**src/rtl/rffe_master.sv**
```systemverilog
// RFFE bus master: serialises one register write or read per request onto
// a single SCLK/SDATA lane and returns read data with a parity status.
module rffe_master #(
  parameter int unsigned HALF_CYC = 2
) (
  input  logic       clk,
  input  logic       rst_n,
  input  logic       cmd_vd,
  input  logic       cmd_rd,
  input  logic [3:0] cmd_sa,
  input  logic [4:0] cmd_addr,
  input  logic [7:0] cmd_wdata,
  output logic       busy,
  output logic       done,
  output logic [7:0] rdata,
  output logic       rd_perr,
  output logic       sclk,
  output logic       sdo,
  output logic       sdo_en,
  input  logic       sdi
);

  localparam logic [3:0] ST_IDLE  = 4'd0;
  localparam logic [3:0] ST_SSC1  = 4'd1;
  localparam logic [3:0] ST_SSC2  = 4'd2;
  localparam logic [3:0] ST_CMD   = 4'd3;
  localparam logic [3:0] ST_WDATA = 4'd4;
  localparam logic [3:0] ST_PARK  = 4'd5;
  localparam logic [3:0] ST_PARK1 = 4'd6;
  localparam logic [3:0] ST_RDATA = 4'd7;
  localparam logic [3:0] ST_PARK2 = 4'd8;
  localparam logic [3:0] ST_DONE  = 4'd9;

  localparam logic [7:0] HALF_LAST = 8'(HALF_CYC - 1);

  logic [3:0]  state;
  logic [3:0]  slot_cnt;
  logic [7:0]  half_cnt;
  logic        low_half;
  logic        is_rd;
  logic [21:0] tx_sr;
  logic [7:0]  rx_sr;
  logic        rx_par;

  logic [11:0] cmd_word;
  logic        half_end;
  logic [3:0]  nxt_state;
  logic [3:0]  nxt_slot;

  assign cmd_word = {cmd_sa, 2'b01, cmd_rd, cmd_addr};
  assign half_end = (half_cnt == HALF_LAST);

  // Where the frame goes when the current slot finishes.
  always_comb begin
    nxt_state = state;
    nxt_slot  = 4'd0;
    case (state)
      ST_SSC1:  nxt_state = ST_SSC2;
      ST_SSC2:  nxt_state = ST_CMD;
      ST_CMD: begin
        if (slot_cnt == 4'd12) nxt_state = is_rd ? ST_PARK1 : ST_WDATA;
        else                   nxt_slot  = slot_cnt + 4'd1;
      end
      ST_WDATA: begin
        if (slot_cnt == 4'd8) nxt_state = ST_PARK;
        else                  nxt_slot  = slot_cnt + 4'd1;
      end
      ST_PARK1: nxt_state = ST_RDATA;
      ST_RDATA: begin
        if (slot_cnt == 4'd8) nxt_state = ST_PARK2;
        else                  nxt_slot  = slot_cnt + 4'd1;
      end
      ST_PARK, ST_PARK2: nxt_state = ST_DONE;
      default:  nxt_state = ST_IDLE;
    endcase
  end

  always_ff @(posedge clk or negedge rst_n) begin
    if (!rst_n) begin
      state    <= ST_IDLE;
      slot_cnt <= 4'd0;
      half_cnt <= 8'd0;
      low_half <= 1'b0;
      is_rd    <= 1'b0;
      tx_sr    <= 22'd0;
      rx_sr    <= 8'd0;
      rx_par   <= 1'b0;
      busy     <= 1'b0;
      done     <= 1'b0;
      rdata    <= 8'd0;
      rd_perr  <= 1'b0;
      sclk     <= 1'b0;
      sdo      <= 1'b0;
      sdo_en   <= 1'b0;
    end else begin
      done <= 1'b0;
      case (state)
        ST_IDLE: begin
          if (cmd_vd) begin
            state    <= ST_SSC1;
            busy     <= 1'b1;
            is_rd    <= cmd_rd;
            tx_sr    <= {cmd_word, ~^cmd_word, cmd_wdata, ~^cmd_wdata};
            slot_cnt <= 4'd0;
            half_cnt <= 8'd0;
            low_half <= 1'b0;
            sclk     <= 1'b0;
            sdo      <= 1'b1;
            sdo_en   <= 1'b1;
          end
        end
        ST_DONE: state <= ST_IDLE;
        default: begin
          if (!half_end) begin
            half_cnt <= half_cnt + 8'd1;
          end else begin
            half_cnt <= 8'd0;
            low_half <= ~low_half;
            if (!low_half) begin
              // Falling SCLK: release park slots and capture slave data.
              sclk <= 1'b0;
              if (state == ST_PARK || state == ST_PARK1 || state == ST_PARK2)
                sdo_en <= 1'b0;
              if (state == ST_RDATA) begin
                if (slot_cnt[3]) rx_par <= sdi;
                else             rx_sr  <= {rx_sr[6:0], sdi};
              end
            end else begin
              state    <= nxt_state;
              slot_cnt <= nxt_slot;
              case (nxt_state)
                ST_SSC2: begin
                  sclk   <= 1'b0;
                  sdo    <= 1'b0;
                  sdo_en <= 1'b1;
                end
                ST_CMD, ST_WDATA: begin
                  sclk   <= 1'b1;
                  sdo    <= tx_sr[21];
                  sdo_en <= 1'b1;
                  tx_sr  <= {tx_sr[20:0], 1'b0};
                end
                ST_PARK, ST_PARK1, ST_PARK2: begin
                  sclk   <= 1'b1;
                  sdo    <= 1'b0;
                  sdo_en <= 1'b1;
                end
                ST_RDATA: begin
                  sclk   <= 1'b1;
                  sdo    <= 1'b0;
                  sdo_en <= 1'b0;
                end
                ST_DONE: begin
                  sclk   <= 1'b0;
                  sdo    <= 1'b0;
                  sdo_en <= 1'b0;
                  busy   <= 1'b0;
                  done   <= 1'b1;
                  if (is_rd) begin
                    rdata   <= rx_sr;
                    rd_perr <= ~^{rx_sr, rx_par};
                  end
                end
                default: begin
                  sclk   <= 1'b0;
                  sdo    <= 1'b0;
                  sdo_en <= 1'b0;
                  busy   <= 1'b0;
                end
              endcase
            end
          end
        end
      endcase
    end
  end

endmodule

```
**config.mk**
```make
export PLATFORM = sky130hd
export DESIGN_NAME = rffe_master
export DESIGN_NICKNAME = d
export VERILOG_FILES = /design/src/rtl/rffe_master.sv
export SDC_FILE = /design/constraint.sdc
export NUM_CORES = 1
export LEC_CHECK = 0
export ABC_AREA = 1
export CAP_MARGIN = 20
export CORE_UTILIZATION = 50
export DETAILED_ROUTE_END_ITERATION = 6
export PLACE_DENSITY = 0.78
export SLEW_MARGIN = 10
export SYNTH_ARGS = -nofsm -noshare
export SYNTH_HDL_FRONTEND = slang
export SYNTH_SLANG_ARGS = --single-unit
export TNS_END_PERCENT = 1
```
**constraint.sdc**
```tcl
create_clock -name clk -period 2.7 [get_ports clk]
set_input_delay 0.405 -clock clk [delete_from_list [all_inputs] [get_ports clk]]
set_output_delay 0.405 -clock clk [all_outputs]
set_load 0.02 [all_outputs]
```
Word level (Yosys, flattened, before mapping):

Index checks and enable logic that the tools add are counted.

* add/subtract/negate cells: 2
* multipliers: 0
* divide/modulo/power cells: 0
* order comparisons: 0
* equality and inequality tests: 22
* shifts and indexed selects: 0
* mux-type cells: 49
* bitwise logic cells: 4
* reductions and logical operators: 30

Operators by type and width (count)
* $mux 22: 4
* $mux 4: 11
* $pmux 22 s2: 1
* $eq 4x3->1 const B: 8
* $pmux 4 s7: 1
* $reduce_and 5->1: 5
* $eq 4x4->1 const B: 6
* $pmux 4 s2: 3
* $mux 1: 20
* $eq 4x2->1 const B: 4
* $mux 8: 2
* $pmux 8 s2: 1
* $reduce_or 6->1: 2
* $reduce_xnor 12->1: 1
* $pmux 1 s2: 5
* $reduce_bool 3->1: 3
* $reduce_xnor 9->1: 1
* $add 8x1->8 const B: 1
* $eq 8x1->1 const B: 1
* $reduce_and 4->1: 2
* $reduce_or 2->1: 4
* $reduce_xnor 8->1: 1
* $reduce_or 7->1: 1
* $reduce_and 3->1: 2
* 10 further kinds: 17

* bits in registers: 63
* bits in latches: 0
* bits in writable memories: 0
* ROM bits: 0
* input bits: 22
* output and inout port bits: 14
* logic and storage cells: 122
* memories: 0

Longest topological paths before layout:

Gate-level depths: netlist of run 1.

* depth after elaboration: 9
* mapped depth: 15
* mapped depth without buffers: 14

Worst setup path before layout of run 1:

OpenSTA, ideal clock, no wires.

* path type: reg-to-reg
* start point: register slot_cnt[0]
* end point: register tx_sr[10]
* setup time: 0.117 ns
* data arrival time: 1.761 ns
* required time: 2.583 ns
* setup slack: 0.822 ns
* stages on the path, launching flop included: 15
* buffers on the path: 1
* clock period less this slack: 1.878 ns
* cells stage by stage: dfrtp_1 > inv_1 > ha_1 > nand2_1 > nor2_1 > inv_2 > nand2_2 > nand2_1 > nor2_1 > nand4_1 > nand2_2 > nand2_4 > buf_4 > nand3_1 > nand2_1

* longest elaborated chain between the ends: 7
* elaborated cells on any way between the ends: 11
* those cells by class: eq/ne: 4; mux: 4; reduce/logical: 3

RTL lines
* start, declared: line 37 `logic [3:0] slot_cnt;`
* start signal, assigned: line 130 `slot_cnt <= nxt_slot;`
* $eq 4x4->1, on equally long branches: line 65, 70, 61
* $mux 4, on equally long branches: line 70, 61, 65
* $pmux 4 s7 *: line 57 `case (state)`
* $eq 4x2->1 or $eq 4x3->1 (tied branches): line 131 `case (nxt_state)`
* $reduce_or 2->1 *
* $reduce_bool 2->1 (no source line) *
* $reduce_and 5->1 (no source line) *
* end signal, assigned: line 103 `tx_sr <= {cmd_word, ~^cmd_word, cmd_wdata, ~^cmd_wdata};`
* end signal, assigned: line 141 `tx_sr <= {tx_sr[20:0], 1'b0};`
* end, declared: line 41 `logic [21:0] tx_sr;`

Mark *: on every way between the ends. The rest lies on a longest branch, timed or not.
A chain may end at the register's enable or synchronous reset.

Worst setup path in the final report of run 1:

* start point: register slot_cnt[0]
* end point: register tx_sr[18]

The elaborated chain is that of the path after synthesis.

==> metrics.md, run 1 <==
| Metric | Value |
|---|---|
| Worst setup slack before clock tree synthesis | `415 ps` |
| Cts-stage hold buffer count | `0` |
| Total Routing Usage GR | `22.8%` |
| Worst path slowest cell | `dfrtp_1` |
| DRC Markers | `0` |
| Synth area leader | `dfrtp_1` |
| P&R area growth vs syn | `18.1%` |
| Worst Clk Skew | `9.69 ps` |
| Clock Latency Late Sink | `340 ps` |
| TritonCTS clock tree | `done` |
| Global-route wire length before repair | `13100 um` |
| Setup violations, final | `0` |
| Result of the run | `finished, final reports clean` |
| Via count of the first global-routing pass | `between 3k and 4k` |
| Die area | `7300 um2` |
| Summed negative setup slack over all endpoints | `0 ps` |
| Post-Synthesis Net Count | `just under 500` |
| Asr flop ratio synth | `100%` |
| Std cell rows | `30` |
| Count of clock tree sinks | `63` |
| Die width | `roughly 85 um` |
| Synth Instances | `464` |
| Library cell with the highest instance count after synthesis | `nand2_1` |
| Required @ worst endpoint | `a little under 3000 ps` |
| Count of antenna-violating nets left after detailed routing | `0` |
| Post-cts gate resize count | `0` |
| Biggest cell delay along the critical path | `380 ps` |
| Sequential element share of the synthesized area | `45.3%` |
| N_diodes | `0` |
| Drt total wl | `7530 um` |
| Initial antenna violation count | `0` |
| Inserted Clock Buffers | `9` |
| EDFF count, synth | `0` |
| IO Count | `36` |
| Max capacitance violation total | `0` |
| Portion of synthesized cell area occupied by the leading cell type | `45.3%` |
| # H-tree levels | `3` |
| Warning count from the yosys run | `0` |
| Relative slew slack | `59.9%` |
| Critical Path End Type | `register` |
| Hold Worst Slack | `just over 70 ps` |
| Initial Util | `51.5%` |
| Max Freq | `440 MHz` |
| Post CTS Setup Buffer Count | `0` |
| RSZ-0062 raised after global routing | `false` |
| Final max-slew violation count | `0` |
| Core Region | `around 6800 um2` |
| Maximum number of pins on one net before global-route repair | `27` |
| Maximum clock insertion buffer count | `2` |
| Mean instance size in the synthesized netlist | `7.50 um2` |
| Leakage power | `between 2 and 2.5 nW` |
| Startpoint Class | `register` |
| Clock period minus worst slack | `2270 ps` |
| Unique cell type count in the Yosys netlist | `31` |
| Average detailed-routed wire length per instance | `12.8 um` |
| Summed instance area of the synthesized netlist | `roughly 3500 um2` |
| Vias per std cell | `5.16` |
| Critical path class | `reg2reg` |
| Number of hold violations in the final report | `0` |
| Number of register bits inferred by synthesis | `63` |
| Routability congestion estimate | `about 0.97` |
| Transition time at the pin with the least slew margin | `601 ps` |
| First DRT Iteration DRCs | `186` |
| Fraction of layout instances using a drive strength above 1 | `8.48%` |
| Total Nets Final | `528` |
| Clk root buf | `clkbuf_8` |
| WP data arrival | `2550 ps` |
| Maximum resistive drop on vdd | `0.426 mV` |
| Grt ovf | `0` |
| Min-Delay Path Class | `in2async` |
| PD cells | `920 nW/um2` |
| CTS clk-pin slew, worst paths | `80 ps` |
| Pwr Total | `3.78 mW` |
| Total of fill cells in the finished design | `slightly below 600` |
| Input/output buffers | `35` |
| Crit Path Max Fanout | `23` |
| Main area contributors after synthesis | `dfrtp_1 (45%), nand2_1 (19%), nand3_1 (6.6%)` |
| Cell with the most instances on the worst path | `nand2_1` |
| Startpoint of the worst-slack reg-to-reg timing path | `slot_cnt[0]$_DFFE_PN0P_` |
| Worst setup slack after layout | `~430 ps` |
| Most used flip-flop cell after synthesis | `dfrtp_1` |
| Final cycle utilization of the critical path | `84.1%` |
| Via count of the routed design | `between 3k and 4k` |
| Hpwl dp | `5480 um` |
| CP cell instances | `inv_1 -> ha_1 -> nand2_1 -> nor2_1 -> inv_2 -> nand2_2 -> nand2_1 -> nor2_1 -> nand4_1 -> nand2_2 -> nand2_4 -> nand2_4 -> nand2_1 -> nand2_1` |
| Chip Height | `85.4 um` |
| Worst setup path start | `slot_cnt[0]$_DFFE_PN0P_` |
| Commonest cells in the netlist | `nand2_1 (172), dfrtp_1 (63), nand3_1 (46)` |
| Number of detailed-routing iterations run before antenna repair | `4` |
-- final timing paths --
kind	depth (start not counted)	slack [ps]	end
setup / recovery	14	430	tx_sr[18]$_DFFE_PN0P_
hold / removal	1	70	slot_cnt[3]$_DFFE_PN0P_
setup reg to reg	14	430	tx_sr[18]$_DFFE_PN0P_
hold reg to reg	2	470	busy$_DFFE_PN0P_
max in group asynchronous	2	1920	rx_sr[3]$_DFFE_PN0P_
min in group clk	2	470	busy$_DFFE_PN0P_
-- critical path: cells and delay by family (launching register included) --
family	cells	cell delay, ps
simple gates	11	1430
flops	1	380
fa+ha+maj	1	200
buf+inv	2	180
-- sequential cells by signal (all words and copies together) (netlist names) --
| register | cells |
|---|---|
| rd_perr | 1 |
| low_half | 1 |
| slot_cnt | 4 |
| sclk | 1 |
| half_cnt | 8 |
| tx_sr | 22 |
| rdata | 8 |
| busy | 1 |
| rx_par | 1 |
| is_rd | 1 |
| state | 4 |
| done | 1 |
| rx_sr | 8 |
| sdo | 1 |
| sdo_en | 1 |
-- stage by stage --
| stage | instances | utilization (%) | instance area, um2 |
|---|---|---|---|
| 3_5_place_dp | 571 | 57.5 | 3890 |
| 6_report | 587 | 60.8 | 4110 |
| 2_1_floorplan | 464 | - | 3480 |
| 5_1_grt | 587 | 60.8 | 4110 |
| 3_3_place_gp | 571 | 57.5 | 3890 |
| 4_1_cts | 587 | 60.8 | 4110 |
-- per-layer routing --
layer	part of all wire, %	global-route usage (%)
met1	45	28.3
met2	50	38.7
met3	3.8	5.45
met4	1.6	8.94
met5	0	0
-- power breakdown --
part	internal, mW	switching, mW	leakage (nW)
clock network	0.545	0.375	0.110
registers	1.17	0.172	0.834
logic	0.527	0.992	1.10
total	2.24	1.54	2.04
-- placed cells by master (no fill, tap or decap), drive strengths merged --
cell type | Yosys | layout
a41oi | 1 | 1
mux2i | 1 | 1
buf | 7 | 5
o31ai | 1 | 1
clkdlybuf4s50 | 0 | 34
xor2 | 7 | 7
nand4 | 3 | 3
o32ai | 1 | 1
inv | 43 | 43
nor3 | 4 | 4
a21oi | 12 | 12
mux2 | 1 | 1
clkbuf | 5 | 11
clkinvlp | 0 | 1
nor2 | 39 | 39
or2 | 1 | 1
clkinv | 0 | 2
bufinv | 0 | 2
a31oi | 1 | 1
xnor2 | 15 | 15
o21ai | 28 | 28
ha | 4 | 4
nand3 | 46 | 46
nand2 | 181 | 181
dfrtp | 63 | 63
-- final cells by class --
class | instances | area [um2] | area share (%)
inverter | 43 | 169 | 4.11
clock inverter | 5 | 81.3 | 1.98
tap | 80 | 100 | 2.44
clock buffer | 11 | 141 | 3.44
multi-input combinational | 346 | 1670 | 40.5
sequential | 63 | 1580 | 38.4
timing repair buffer | 39 | 375 | 9.13
-- kinds of logic (layout without fill, tap and decap cells) --
logic type                 Yosys count  in the layout  synth area share, %
DFF                                 63             63                 45.3
AOI/OAI and AO/OA                   44             44                 6.97
xor gates and xnor gates            22             22                 5.54
and+or+nand+nor                    274            274                 33.3
adders and majority gates            4              4                 1.44
muxes                                2              2                0.611
buffers and inverters               55             98                 6.83
(Power assumes the default switching activity.)
==> inputs of run 2 (changes only) <==
==> constraint.sdc (replaced) <==
create_clock -name clk -period 2.1 [get_ports clk]
set_input_delay 0.315 -clock clk [delete_from_list [all_inputs] [get_ports clk]]
set_output_delay 0.315 -clock clk [all_outputs]
set_load 0.02 [all_outputs]
==> metrics.md, run 2 (synthesis gave the netlist of run 1 again) <==
| Metric | Value |
|---|---|
| PD cells | `1190 nW/um2` |
| Setup violations, final | `0` |
| Number of flip-flops in the largest register | `22` |
| Number of hold violations in the final report | `0` |
| Initial antenna violation count | `0` |
| Average detailed-routed wire length per instance | `13.4 um` |
| Startpoint Class | `register` |
| Vias per std cell | `5.25` |
| IO Count | `36` |
| Count of clock tree sinks | `between 60 and 70` |
| Critical Path End Type | `register` |
| # placed instances | `582` |
| Hold Worst Slack | `488 ps` |
| First DRT Iteration DRCs | `between 200 and 250` |
| Critical path class | `reg2reg` |
| Total Routing Usage GR | `23.8%` |
| Final cycle utilization of the critical path | `a little over nine tenths` |
| Pwr Total | `5.09 mW` |
| Required @ worst endpoint | `2340 ps` |
| Number of detailed-routing iterations run before antenna repair | `4` |
| Worst Hold Depth | `2` |
| Die area | `7300 um2` |
| Chip Height | `85.4 um` |
| Kind of cell with the highest combined delay on the critical path | `simple AND/OR/NAND/NOR gates` |
| DRC Markers | `0` |
| TritonCTS clock tree | `done` |
| Worst path bufs/invs | `3` |
| Leading cell type in the layout, fill and taps excluded | `nand2_1` |
| Biggest cell delay along the critical path | `around 400 ps` |
| Worst setup slack before clock tree synthesis | `-48.0 ps` |
| Most frequent cells in the layout | `nand2_1 (171), dfrtp_1 (63), nand3_1 (46)` |
| Via count of the routed design | `between 3k and 4k` |
| Via count of the first global-routing pass | `2992` |
| Worst setup slack after layout | `121 ps` |
| CP cell instances | `inv_2 -> ha_4 -> nand2_1 -> nor2_2 -> inv_2 -> nand2_2 -> nand2_2 -> nor2_2 -> nand4_1 -> nand2_2 -> nand2_4 -> buf_12 -> nand3_1 -> nand2_1` |
| Maximum clock insertion buffer count | `2` |
| Core Region | `6760 um2` |
| CTS clk-pin slew, worst paths | `80 ps` |
| Cell with the most instances on the worst path | `nand2_2` |
| Inserted Clock Buffers | `9` |
| Placed instance area | `4000 um2` |
| Max Freq | `505 MHz` |
| Global-route wire length before repair | `roughly 14000 um` |
| Transition time at the pin with the least slew margin | `345 ps` |
| P&R area growth vs syn | `22.7%` |
| Final cell count without fillers | `600` |
| Fraction of layout instances using a drive strength above 1 | `approximately 12%` |
| Max capacitance violation total | `0` |
| Worst Clk Skew | `11.9 ps` |
| Result of the run | `finished, final reports clean` |
| Drt total wl | `8010 um` |
| Worst path slowest cell | `dfrtp_1` |
| Final cell area excluding filler cells | `4270 um2` |
| Hpwl dp | `5650 um` |
| Initial Util | `51.5%` |
| Register with the most flip-flops | `tx_sr` |
| Final max-slew violation count | `0` |
| Total Nets Final | `541` |
| Reg2reg path depth | `14` |
| Maximum number of pins on one net before global-route repair | `64` |
| Critical Path Stages | `14` |
| Input/output buffers | `35` |
| Die width | `approximately 85 um` |
| Relative slew slack | `76.9%` |
| Min-Delay Path Class | `reg2reg` |
| RSZ-0062 raised after global routing | `true` |
| Crit Path Max Fanout | `19` |
| Maximum resistive drop on vdd | `0.865 mV` |
| Leakage power | `2.12 nW` |
| Routability congestion estimate | `0.916` |
| Grt ovf | `0` |
| Clk root buf | `clkbuf_8` |
| Std cell rows | `30` |
| Clock Latency Late Sink | `around 350 ps` |
| Clock period minus worst slack | `1980 ps` |
| Count of antenna-violating nets left after detailed routing | `0` |
| # H-tree levels | `3` |
| N_diodes | `0` |
| WP data arrival | `2220 ps` |
==> run 2: what timing repair did <==
action                     CTS  global route
buffers inserted             0             1
pin swaps                    0             1
hold endpoints to repair    63             0
gates resized for setup      4             5
setup endpoints to repair   21            22
hold buffers                 1             0
==> run 2: metrics by stage <==
stage / utilization (%) / setup TNS (ps)
after floorplan: - / 0
after global placement: 59.1 / 0
after detailed placement: 59.1 / -341
after CTS: 62.9 / 0
after global routing: 63.2 / -22.3
final: 63.2 / 0
==> run 2: report_power, final <==
group / switching, mW / internal (mW)
clock network: 0.534 / 0.682
logic: 1.34 / 0.816
registers: 0.220 / 1.50
total: 2.09 / 3.00
==> run 2: routing by layer <==
metal / global-route usage, % / up-vias / share of wire, %
met5: 0 / - / 0
met4: 8.03 / 0 / 1.3
met3: 5.64 / 13 / 4.0
met2: 39.6 / 81 / 49
met1: 30.6 / 1487 / 45
li1: - / 1571 / -
==> run 2: worst paths after layout <==
path,to,slack (ps),start
min in group asynchronous,done$_DFF_PN0_,500,rst_n
max,tx_sr[12]$_DFFE_PN0P_,120,slot_cnt[0]$_DFFE_PN0P_
min,busy$_DFFE_PN0P_,490,busy$_DFFE_PN0P_
min reg2reg,busy$_DFFE_PN0P_,490,busy$_DFFE_PN0P_
max reg2reg,tx_sr[12]$_DFFE_PN0P_,120,slot_cnt[0]$_DFFE_PN0P_
max in group asynchronous,sdo$_DFFE_PN0P_,1310,rst_n
==> run 2: layout make-up <==
type                       count  area [um2]
multi-input combinational    346        1700
inverter                      43         169
tap                           80         100
sequential                    63        1580
clock inverter                 7         103
fill                         607        2490
clock buffer                   9         124
timing repair buffer          52         500
==> run 2: worst register-to-register path: cells and delay by family (launching register included) <==
family                   cells  cell delay [ps]
flip-flops                   1              400
buffers and inverters        3              350
adder cells (fa/ha/maj)      1              150
AND/OR/NAND/NOR             10              970
==> edit 1 (flow settings as in run 2) <==
Register the output `rd_perr` once more; this adds one clock of latency there. The other outputs are not delayed to match.
--- a/src/rtl/rffe_master.sv
+++ b/src/rtl/rffe_master.sv
@@ -32,6 +32,8 @@
   localparam logic [3:0] ST_DONE  = 4'd9;
 
   localparam logic [7:0] HALF_LAST = 8'(HALF_CYC - 1);
+
+  logic rd_perr_s0;
 
   logic [3:0]  state;
   logic [3:0]  slot_cnt;
@@ -88,7 +90,7 @@
       busy     <= 1'b0;
       done     <= 1'b0;
       rdata    <= 8'd0;
-      rd_perr  <= 1'b0;
+      rd_perr_s0 <= 1'b0;
       sclk     <= 1'b0;
       sdo      <= 1'b0;
       sdo_en   <= 1'b0;
@@ -158,7 +160,7 @@
                   done   <= 1'b1;
                   if (is_rd) begin
                     rdata   <= rx_sr;
-                    rd_perr <= ~^{rx_sr, rx_par};
+                    rd_perr_s0 <= ~^{rx_sr, rx_par};
                   end
                 end
                 default: begin
@@ -175,5 +177,9 @@
     end
   end
 
+  always_ff @(posedge clk) begin
+    rd_perr <= rd_perr_s0;
+  end
+
 endmodule
 
Behaviour: same outputs for any inputs over 10 cycles, from zero or initial values and one cycle with rst_n low; that may be too few to reach the edited logic, so the function may still have changed.
==> edit 1 against run 2 <==
- worst setup slack improved by 0.017 ns
- die area rose by 3.3%
- area after synthesis is 3.4% higher
- non-clock buffer count decreased by 11
- critical path depth unchanged
- via count down 7.8%
- routed wire length is 8.7% lower
- total power increased by 1.1%
- final area increased by 1.1%
- sequential cell count is 1 higher
- hold slack got worse by 0.10 ns
==> edit 1: results (changes against run 2) <==
* Int Pwr at 2.94 mW (was 3.00 mW)
* Lkg Pwr at 1.95 nW (was 2.12 nW)
* Hold_sp: rd_perr_s0 (was busy)
* Worst Hold Depth at 0 (was 2)
* DP Worst Slack at -0.0804 ns (was -0.0480 ns)
* Routed wire length on met2 at 3700 um (was 3940 um)
* Vias per inst at 5.03 (was 5.25)
* Crit Path Max Fanout at 11 (was 19)
* R2r endpoint: tx_sr[14] (was tx_sr[12])
* Compound-Gate Fraction of Synth Area at 0.139 (was 0.0697)
* Post-Route WL at 7310 um (was 8010 um)
* Synthesized netlist net count at 458 (was 490)
* Final min period at 1.96 ns (was 1.98 ns)
* Worst vdd ir at 0.750 mV (was 0.865 mV)
* Total track usage at 0.215 (was 0.238)
* Final nets at 503 (was 541)
* WHS at 0.384 ns (was 0.488 ns)
* Status: completed (unchanged)
* Iteration-0 DRC Markers at 120 (was 205)
* First-pass GRT wire length at 12500 um (was 13600 um)
* Clock Skews at 0.0103 ns (was 0.0119 ns)
* Post-synthesis sequential area ratio at 0.444 (was 0.453)
* Routability cong. at 0.983 (was 0.916)
* Setup crit start: slot_cnt[1] (was slot_cnt[0])
* Met1 WL at 3240 um (was 3640 um)
* Placed Area at 4020 sq um (was 4000 sq um)
* Vias in the first global route at 2803 (was 2992)
* Cells after Synth at 432 (was 464)
* Met2 Use GR at 0.361 (was 0.396)
* DR WL met3 at 246 um (was 320 um)
* Post-synthesis cell type count at 40 (was 31)
* Mux contribution to synthesized area at 0.00591 (was 0.00611)
* DR WL/cell at 12.7 um (was 13.4 um)
[edit 1: cell count changes after synthesis, sizes merged, moves of 3 or more]
cell and delta:
nand3 -23, nor2 -11, nand2 -49, o21ai +27
a21oi +4, inv +12, clkbuf -3
[edit 1: area by class of cell]
type                    count  area, sq um
fillers                   586         2550
multi-input cells         306         1790
flip-flops and latches     64         1600
repair buffers             41          405
inverters                  55          211
clock buffers               9          124
well taps                  96          120
clock inverters             7         71.3
[edit 1: power groups by stage]
stage	sequential [mW]	combinational, mW	clock (mW)
after floorplan	1.76	1.71	0
final	1.75	2.36	1.04
after CTS	1.74	2.23	1.06
after global routing	1.78	2.63	1.12
after global placement	1.75	2.10	0
after detailed placement	1.77	2.15	0
[edit 1: timing repair]
item,in CTS,in global routing
pin swaps,1,3
endpoints found under the setup margin,21,32
endpoints found under the hold margin,63,0
cloned,1,2
hold buffers,1,0
gates resized for setup,1,10
==> edit 2 (config.mk and constraints of run 2) <==
Without the edit above. Register the inputs `cmd_vd`, `cmd_rd`, `cmd_sa`, `cmd_addr`, `cmd_wdata` and `sdi` before use, without a reset. The logic sees them one clock later.
--- a/src/rtl/rffe_master.sv
+++ b/src/rtl/rffe_master.sv
@@ -33,6 +33,22 @@
 
   localparam logic [7:0] HALF_LAST = 8'(HALF_CYC - 1);
 
+  logic cmd_vd_q;
+  logic cmd_rd_q;
+  logic [3:0] cmd_sa_q;
+  logic [4:0] cmd_addr_q;
+  logic [7:0] cmd_wdata_q;
+  logic sdi_q;
+
+  always_ff @(posedge clk) begin
+    cmd_vd_q    <= cmd_vd;
+    cmd_rd_q    <= cmd_rd;
+    cmd_sa_q    <= cmd_sa;
+    cmd_addr_q  <= cmd_addr;
+    cmd_wdata_q <= cmd_wdata;
+    sdi_q       <= sdi;
+  end
+
   logic [3:0]  state;
   logic [3:0]  slot_cnt;
   logic [7:0]  half_cnt;
@@ -47,7 +63,7 @@
   logic [3:0]  nxt_state;
   logic [3:0]  nxt_slot;
 
-  assign cmd_word = {cmd_sa, 2'b01, cmd_rd, cmd_addr};
+  assign cmd_word = {cmd_sa_q, 2'b01, cmd_rd_q, cmd_addr_q};
   assign half_end = (half_cnt == HALF_LAST);
 
   // Where the frame goes when the current slot finishes.
@@ -96,11 +112,11 @@
       done <= 1'b0;
       case (state)
         ST_IDLE: begin
-          if (cmd_vd) begin
+          if (cmd_vd_q) begin
             state    <= ST_SSC1;
             busy     <= 1'b1;
-            is_rd    <= cmd_rd;
-            tx_sr    <= {cmd_word, ~^cmd_word, cmd_wdata, ~^cmd_wdata};
+            is_rd    <= cmd_rd_q;
+            tx_sr    <= {cmd_word, ~^cmd_word, cmd_wdata_q, ~^cmd_wdata_q};
             slot_cnt <= 4'd0;
             half_cnt <= 8'd0;
             low_half <= 1'b0;
@@ -122,8 +138,8 @@
               if (state == ST_PARK || state == ST_PARK1 || state == ST_PARK2)
                 sdo_en <= 1'b0;
               if (state == ST_RDATA) begin
-                if (slot_cnt[3]) rx_par <= sdi;
-                else             rx_sr  <= {rx_sr[6:0], sdi};
+                if (slot_cnt[3]) rx_par <= sdi_q;
+                else             rx_sr  <= {rx_sr[6:0], sdi_q};
               end
             end else begin
               state    <= nxt_state;
Formal check against the unedited RTL: not equivalent (Yosys sat finds a counterexample within 4 cycles, from zero or initial values and one cycle with rst_n low).
==> edit 2 against run 2 <==
- core utilization shrank 0.38 points
- largest power group unchanged
- synthesized cell count grew 5.2%
- final area grew 9.0%
- area after synthesis grew 12%
- maximum frequency grew 0.72%
- sequential power grew 23%
- sequential cell count grew 20
- non-clock buffer count is the same
- worst setup slack gained 0.014 ns
- routed wire length shrank 1.0%
- total power grew 6.3%
- hold slack lost 0.10 ns
==> edit 2: results (changes against run 2) <==
* Synth async-reset ratio at 0.759 (was 1.00)
* DP Worst Slack at 0.0170 ns (was -0.0480 ns)
* Cells after Synth at 488 (was 464)
* Top post-synthesis cells by area: dfrtp_1 (40%), nand2_1 (17%), dfxtp_1 (10%), nand3_1 (5.2%), inv_1 (4.1%) (was dfrtp_1 (45%), nand2_1 (19%), nand3_1 (6.6%), nor2_1 (4.1%), xnor2_1 (3.8%))
* Adder-Cell Fraction of Synth Area at 0.0128 (was 0.0144)
* Hold_sp: cmd_sa[0] (was busy)
* Status: completed (unchanged)
* Worst Hold Depth at 1 (was 2)
* Hold Path Sink: cmd_sa_q[0] (was busy)
* Total track usage at 0.209 (was 0.238)
* Period Utilization, post-route at 0.936 (was 0.942)
* First-pass GRT wire length at 13800 um (was 13600 um)
* Met2 Use GR at 0.363 (was 0.396)
* Mux contribution to synthesized area at 0.00544 (was 0.00611)
* Fillers at 648 (was 607)
* Crit Path Max Fanout at 17 (was 19)
* Met1 Resource Use GR at 0.250 (was 0.306)
* Met3 Use GR at 0.0328 (was 0.0564)
* Post-synthesis cell type count at 36 (was 31)
* DR WL/cell at 12.3 um (was 13.4 um)
* Most frequent cells after synthesis: nand2_1 (172), dfrtp_1 (63), inv_1 (43), nand3_1 (41), nor2_1 (32) (was nand2_1 (172), dfrtp_1 (63), nand3_1 (46), nor2_1 (38), inv_1 (33))
* Final nets at 565 (was 541)
* Slew @ Worst Pin at 0.471 ns (was 0.345 ns)
* Synthesized netlist net count at 514 (was 490)
* DP Cell Count at 626 (was 582)
* Vias per inst at 5.10 (was 5.25)
* Layout cells sized above 1 at 0.110 (was 0.121)
* Lkg Pwr at 2.26 nW (was 2.12 nW)
* R2r endpoint: tx_sr[1] (was tx_sr[12])
* Clock Skews at 0.0118 ns (was 0.0119 ns)
* Routability cong. at 0.940 (was 0.916)
* Post-Route WL at 7930 um (was 8010 um)
==> edit 2: how the worst max path moves through the flow <==
stage	cells past startpoint	startpoint	end
floorplan	14	slot_cnt[0]	tx_sr[1]
global placement	14	slot_cnt[0]	tx_sr[13]
detailed placement	14	slot_cnt[0]	tx_sr[15]
CTS	14	slot_cnt[0]	tx_sr[14]
global route	14	slot_cnt[0]	tx_sr[9]
finish	14	slot_cnt[0]	tx_sr[1]
==> edit 2: worst max-delay path, delay by kind of cell (launching register included) <==
family	cells	cell delay, ns
AND/OR/NAND/NOR	10	0.98
adder cells (fa/ha/maj)	1	0.15
buffers and inverters	3	0.33
flip-flops	1	0.40
==> edit 2: routing by layer <==
metal	part of all wire	routed length, um
met5	0	0
met4	0.031	242
met3	0.046	361
met2	0.50	3930
met1	0.43	3400
==> edit 2: cell type report <==
cell class | count | share of cell area
multi-input cells | 343 | 0.366
clock buffers | 10 | 0.0274
inverters | 50 | 0.0409
flip-flops and latches | 83 | 0.425
clock inverters | 6 | 0.0105
repair buffers | 52 | 0.104
well taps | 99 | 0.0266
==> edit 2: where the power goes <==
part           internal [mW]  leakage (nW)  switching, mW
Sequential              1.90          1.00          0.217
Clock                  0.440        0.0795          0.612
Combinational          0.842          1.18           1.40
==> edit 2: logic make-up after synthesis <==
kind of cell             count (synthesis)
multiplexers                             2
AO/OA/AOI/OAI                           48
flip-flops                              83
buffers and inverters                   62
adder cells (fa/ha/maj)                  4
AND/OR/NAND/NOR                        266
XOR/XNOR                                23
==> edit 2: repair_timing <==
item,4_1_cts,5_1_grt
pin swaps,0,1
setup endpoints to repair,2,26
hold buffers,1,0
resized for setup,1,10
hold endpoints to repair,17,0
==> edit 2: through the flow <==
| stage | area [sq um] | hold slack (ns) | utilization |
|---|---|---|---|
| finish | 4650 | 0.387 | 0.628 |
| global route | 4650 | 0.379 | 0.628 |
| CTS | 4620 | 0.376 | 0.623 |
| detailed placement | 4420 | 0.291 | 0.597 |
| global placement | 4420 | 0.294 | 0.597 |
| floorplan | 3910 | 0.0194 | - |
